$ cat config.mk
export PLATFORM = sky130hd
export DESIGN_NAME = panel_clock_sequencer
export DESIGN_NICKNAME = d
export VERILOG_FILES = /design/src/rtl/panel_clock_sequencer.sv
export SDC_FILE = /design/constraint.sdc
export NUM_CORES = 1
export LEC_CHECK = 0
export ABC_AREA = 1
export ABC_CLOCK_PERIOD_IN_PS = 6000
export BUFFER_PORTS_ARGS = -buffer_cell sky130_fd_sc_hd__buf_2
export CAP_MARGIN = 15
export CORE_UTILIZATION = 64
export DETAILED_ROUTE_END_ITERATION = 12
export GPL_TIMING_DRIVEN = 0
export HOLD_SLACK_MARGIN = 0.08
export PLACE_DENSITY = 0.84
export SETUP_SLACK_MARGIN = 0.15
export SLEW_MARGIN = 30
export SYNTH_ARGS = -nofsm -noshare
export SYNTH_HDL_FRONTEND = slang
export SYNTH_SLANG_ARGS = --single-unit
$ cat constraint.sdc
create_clock -name clk -period 6 [get_ports clk]
set_input_delay 1.2 -clock clk [delete_from_list [all_inputs] [get_ports clk]]
set_output_delay 1.2 -clock clk [all_outputs]
set_load 0.02 [all_outputs]
$ cat src/rtl/panel_clock_sequencer.sv
// panel_clock_sequencer: turns front-panel auto/step/inject controls into CPU clock-enable pulses
// and sequences panel DataBus injection. Define PANEL_STEP_COUNT_EN to add the step_count output.
module panel_clock_sequencer #(
    parameter int unsigned AUTO_DIV        = 50000000,
    parameter int unsigned DEBOUNCE_CYCLES = 1000000,
    parameter int unsigned INJ_HOLD        = 4
) (
    input  logic        clk,
    input  logic        reset,
    input  logic        auto_en,
    input  logic        step_btn,
    input  logic        inject_req,
    input  logic [7:0]  inject_data,
    input  logic        ar_load_req,
    input  logic        cpu_halt,
    output logic        cpu_clk_en,
    output logic        bus_drive_en,
    output logic [7:0]  bus_data,
    output logic        ar_load,
`ifdef PANEL_STEP_COUNT_EN
    output logic [15:0] step_count,
`endif
    output logic [2:0]  state_dbg
);

    localparam int unsigned DIV_W  = $clog2(AUTO_DIV);
    localparam int unsigned DB_W   = $clog2(DEBOUNCE_CYCLES + 1);
    localparam int unsigned HOLD_W = $clog2(INJ_HOLD + 1);

    typedef enum logic [2:0] {
        IDLE   = 3'd0,
        RUN    = 3'd1,
        STEP   = 3'd2,
        INJECT = 3'd3,
        SETTLE = 3'd4
    } state_t;

    state_t            state, state_nxt;
    logic [3:0]        sync_meta, sync_q;
    logic              auto_s, step_s, inj_s, arl_s;
    logic              inj_prev, inj_edge;
    logic              step_db, step_rise;
    logic [DB_W-1:0]   db_cnt;
    logic              step_pending, step_pending_nxt, pend_clr;
    logic [DIV_W-1:0]  div, div_nxt;
    logic [HOLD_W-1:0] hold_cnt, hold_nxt, hold_inc;
    logic              do_ar, do_ar_nxt;
    logic              start_inj;
    logic              cpu_clk_en_nxt, bus_drive_en_nxt, ar_load_nxt;
    logic [7:0]        bus_data_nxt;

    assign {auto_s, step_s, inj_s, arl_s} = sync_q;
    assign inj_edge  = inj_s & ~inj_prev;
    assign step_rise = step_s && !step_db && (db_cnt == DB_W'(DEBOUNCE_CYCLES - 1));
    assign hold_inc  = hold_cnt + HOLD_W'(1);
    assign state_dbg = state;

    // Two-flop synchronisers for the asynchronous panel controls
    always_ff @(posedge clk or posedge reset) begin
        if (reset) begin
            sync_meta <= '0;
            sync_q    <= '0;
            inj_prev  <= 1'b0;
        end else begin
            sync_meta <= {auto_en, step_btn, inject_req, ar_load_req};
            sync_q    <= sync_meta;
            inj_prev  <= inj_s;
        end
    end

    // Debounce: the button must differ from the accepted level for DEBOUNCE_CYCLES samples in a row
    always_ff @(posedge clk or posedge reset) begin
        if (reset) begin
            db_cnt  <= '0;
            step_db <= 1'b0;
        end else if (step_s == step_db) begin
            db_cnt <= '0;
        end else if (db_cnt == DB_W'(DEBOUNCE_CYCLES - 1)) begin
            db_cnt  <= '0;
            step_db <= step_s;
        end else begin
            db_cnt <= db_cnt + DB_W'(1);
        end
    end

    // State, counters and registered outputs
    always_ff @(posedge clk or posedge reset) begin
        if (reset) begin
            state        <= IDLE;
            div          <= '0;
            hold_cnt     <= '0;
            do_ar        <= 1'b0;
            step_pending <= 1'b0;
            cpu_clk_en   <= 1'b0;
            bus_drive_en <= 1'b0;
            bus_data     <= '0;
            ar_load      <= 1'b0;
        end else begin
            state        <= state_nxt;
            div          <= div_nxt;
            hold_cnt     <= hold_nxt;
            do_ar        <= do_ar_nxt;
            step_pending <= step_pending_nxt;
            cpu_clk_en   <= cpu_clk_en_nxt;
            bus_drive_en <= bus_drive_en_nxt;
            bus_data     <= bus_data_nxt;
            ar_load      <= ar_load_nxt;
        end
    end

    // Next-state and next-output logic; an inject edge outranks ticks and steps
    always_comb begin
        state_nxt        = state;
        div_nxt          = div;
        hold_nxt         = hold_cnt;
        do_ar_nxt        = do_ar;
        cpu_clk_en_nxt   = 1'b0;
        bus_drive_en_nxt = 1'b0;
        bus_data_nxt     = '0;
        ar_load_nxt      = 1'b0;
        pend_clr         = 1'b0;
        start_inj        = 1'b0;

        case (state)
            IDLE: begin
                if (auto_s) begin
                    state_nxt = RUN;
                    div_nxt   = '0;
                end else if (inj_edge) begin
                    start_inj = 1'b1;
                end else if (step_pending) begin
                    pend_clr = 1'b1;
                    if (!cpu_halt) begin
                        state_nxt      = STEP;
                        cpu_clk_en_nxt = 1'b1;
                    end
                end
            end
            STEP: begin
                if (inj_edge) begin
                    start_inj = 1'b1;
                end else begin
                    state_nxt = IDLE;
                end
            end
            RUN: begin
                pend_clr = 1'b1;
                if (!auto_s) begin
                    state_nxt = IDLE;
                    div_nxt   = '0;
                end else if (inj_edge) begin
                    start_inj = 1'b1;
                end else if (div == DIV_W'(AUTO_DIV - 1)) begin
                    div_nxt        = '0;
                    cpu_clk_en_nxt = !cpu_halt;
                end else begin
                    div_nxt = div + DIV_W'(1);
                end
            end
            INJECT: begin
                if (hold_cnt == HOLD_W'(INJ_HOLD - 1)) begin
                    state_nxt = SETTLE;
                end else begin
                    hold_nxt         = hold_inc;
                    bus_drive_en_nxt = 1'b1;
                    bus_data_nxt     = bus_data;
                    ar_load_nxt      = do_ar && (hold_inc == HOLD_W'(INJ_HOLD - 1));
                end
            end
            SETTLE: begin
                state_nxt = auto_s ? RUN : IDLE;
                div_nxt   = '0;
            end
            default: begin
                state_nxt = IDLE;
            end
        endcase

        if (start_inj) begin
            state_nxt        = INJECT;
            div_nxt          = '0;
            hold_nxt         = '0;
            do_ar_nxt        = arl_s;
            bus_drive_en_nxt = 1'b1;
            bus_data_nxt     = inject_data;
            ar_load_nxt      = arl_s && (INJ_HOLD == 1);
        end
    end

    // A press seen while running is discarded; otherwise a new press wins over a same-cycle clear
    always_comb begin
        step_pending_nxt = pend_clr ? 1'b0 : step_pending;
        if (step_rise && state != RUN) begin
            step_pending_nxt = 1'b1;
        end
    end

`ifdef PANEL_STEP_COUNT_EN
    // Saturating count of issued CPU clock enables
    always_ff @(posedge clk or posedge reset) begin
        if (reset) begin
            step_count <= '0;
        end else if (cpu_clk_en && step_count != 16'hFFFF) begin
            step_count <= step_count + 16'd1;
        end
    end
`endif

endmodule

==> impl_metrics.tcl <==
set metrics [dict create \
    synth_edf_count 0 \
    overflow 0 \
    max-vdd-ir-drop_uv 306.4 \
    period_share_pct 36.87 \
    num-fill-cells 432 \
    gp_congestion 0.8816 \
    worstSetupEndpointType "primary output" \
    die_w_um 80.80 \
    final_core_util_pct 74.68 \
    synth_area_leader_cell "dfrtp_1" \
    async_reset_ff_share_pct 100.0 \
    crit_buf_inv 1 \
    dp.cells 619 \
    drive_gt1_share_pct 13.93 \
    start_kind "register" \
    dieArea_um2 6528 \
    finalNetCount 576 \
    wl_per_cell_um 13.37 \
    grt_max_degree 45 \
    status "completed" \
    wl_mm 8.492 \
    synthCells 515 \
    grt_usage_pct 28.65 \
    reg2reg_slack_ns 4.15 \
    synth_top_area_share_pct 47.23 \
    fp.dieH_um 80.80 \
    drt_pass1_iterations 5 \
    areaGrowthSynthToFinish_pct 11.93 \
    synth_seq_cells 75 \
    crit_fanout 6 \
    drc 0 \
    start_util_pct 66.72 \
    cp_cell_sequence "buf_2" \
    ys_types 32 \
    timing.max_cap.violations 0 \
    setup_ws_ns 3.788 \
    ioPinCount 29 \
    cp.depth 1 \
    clock-sinks 75 \
    path_clk_slew_ns 0.08 \
    antenna_cells 0 \
    cts.path.max_buffers 2 \
    period_needed_ns 2.212 \
    skew_ns 0.007414 \
    cp.arrival_ns 1.01 \
    place_ws_ns 4.063 \
    syn_area_um2 3974 \
    portBuffers 28 \
    final_common_cell "nand2_1" \
    timing.rr.end "div[19]$_DFFE_PP0P_" \
    worstReg2RegStart "div[0]$_DFFE_PP0P_" \
    cts_resized 0 \
    setup_violations 0 \
    worst_pin_slew_ns 0.6107 \
    clk_latency_ns 0.35 \
    rows 28 \
    grt_pass1_wl_mm 14.17 \
    synth_flop_cell "dfrtp_1" \
    slew_viol_final 0 \
    min_path_type "reg2reg" \
    hold_start "sync_meta[2]$_DFF_PP0_" \
    grt_pass1_vias 3313 \
    crit_type "reg2out" \
    fp.coreArea_um2 5956 \
    place_area_um2 4230 \
    root_buffer "clkbuf_8" \
    synth_seq_area_share_pct 47.23 \
    path_delay_family "flip-flops" \
    first_iter_violations 198 \
    r2r_cells 10 \
    crit_start "state_dbg[0]$_DFFE_PP0P_" \
    cellLeakagePower_nw 2.181 \
    final-hold-violation-count 0 \
    cp_slowest_cell "dfrtp_1" \
    crit_required_ns 4.80 \
    hold-path-endpoint "sync_q[2]$_DFF_PP0_" \
    maxSlewHeadroom_pct 59.28 \
    final_cell_mix "124 x nand2_1, 84 x nor2_1, 78 x inv_1, 75 x dfrtp_1, 41 x nand3_1" \
    netlist_top_cells_area "dfrtp_1 47%, nand2_1 12%, nor2_1 7.9%, inv_1 7.5%, nand3_1 5.2%" \
    final.setup.tns_ns 0 \
    avgSynthCellArea_um2 7.716 \
    max_freq_ghz 0.4520 \
    cts-hold-fix-buffers 0 \
    p_per_area_nw_per_um2 318.1 \
    syn_nets 536 \
    viasPerCell 5.483 \
    cts_buffers 9 \
    place.detailed.hpwl_mm 6.088 \
    min_path_cells 0 \
    fin_cells 635 \
    ys_warn_count 0 \
    slowest_delay_ns 0.45 \
    vias 3482 \
    antenna_left 0 \
    htree_levels 3 \
    cts_setup_buffers 0 \
    cts_tree "done" \
    antenna_found_initial 0 \
    fin_area_um2 4448 \
    rsz0062_at_grt "no" \
]
## registers in the layout, indices dropped and copies added, names as in the netlist
| name | count |
|---|---|
| ar_load | 1 |
| bus_data | 8 |
| bus_drive_en | 1 |
| cpu_clk_en | 1 |
| db_cnt | 20 |
| div | 26 |
| do_ar | 1 |
| hold_cnt | 3 |
| inj_prev | 1 |
| state_dbg | 3 |
| step_db | 1 |
| step_pending | 1 |
| sync_meta | 4 |
| sync_q | 4 |
## cell usage after synthesis (3+ instances only)
cell and instances:
a21oi_1 7, a22o_1 8, buf_6 4, dfrtp_1 75
ha_1 6, inv_1 79, nand2_1 124, nand2_2 8
nand3_1 41, nand3b_1 4, nand4_1 11, nor2_1 84
nor2_2 8, nor3_1 14, nor3_2 3, o211ai_1 3
o21ai_0 7, xor2_1 10
## routing by layer
layer | track usage [%] | wire length [um] | vias up
li1 | - | - | 1689
met1 | 36.01 | 3774 | 1672
met2 | 48.14 | 4187 | 97
met3 | 4.157 | 332 | 24
met4 | 15.00 | 198 | 0
met5 | 0 | 0 | -
## area by class of cell
type | instances | area (um2) | area share, %
Timing Repair Buffer | 29 | 160.2 | 3.601
Tap cell | 75 | 93.84 | 2.110
Buffer | 8 | 65.06 | 1.463
Clock buffer | 10 | 127.6 | 2.869
Inverter | 80 | 302.8 | 6.807
Clock inverter | 6 | 90.09 | 2.025
Sequential cell | 75 | 1877 | 42.19
Multi-Input combinational cell | 352 | 1732 | 38.93
## where the power goes
group,total (W),internal (W),switching (W)
clock,0.000425,0.000235,0.000190
combinational,0.000415,0.000138,0.000277
sequential,0.000575,0.000545,0.0000298
## per-stage QoR
step           hold WS [ns]   power, W
2_1_floorplan        0.3312  0.0008824
3_3_place_gp         0.3330  0.0009798
3_5_place_dp         0.3402  0.0009980
4_1_cts              0.3550   0.001421
5_1_grt              0.3548   0.001483
6_report             0.3490   0.001415
## worst max path at each step
stage | endpoint | slack [ns]
after global routing | state_dbg[0] | 3.76
after global placement | bus_data[0]$_DFFE_PP0P_ | 2.05
after floorplan | ar_load$_DFF_PP0_ | 2.89
after CTS | state_dbg[0] | 3.78
final | state_dbg[0] | 3.79
after detailed placement | state_dbg[0]$_DFFE_PP0P_ | 4.06
## cell families (layout without fill, tap and decap cells)
group	Yosys count	after routing	share of synthesized area, %
XOR/XNOR	11	11	2.424
AND/OR/NAND/NOR	303	303	33.94
buffers and inverters	88	133	9.194
adder cells (fa/ha/maj)	6	6	1.889
flip-flops	75	75	47.23
AO/OA/AOI/OAI	32	32	5.321
(Power assumes the default switching activity.)
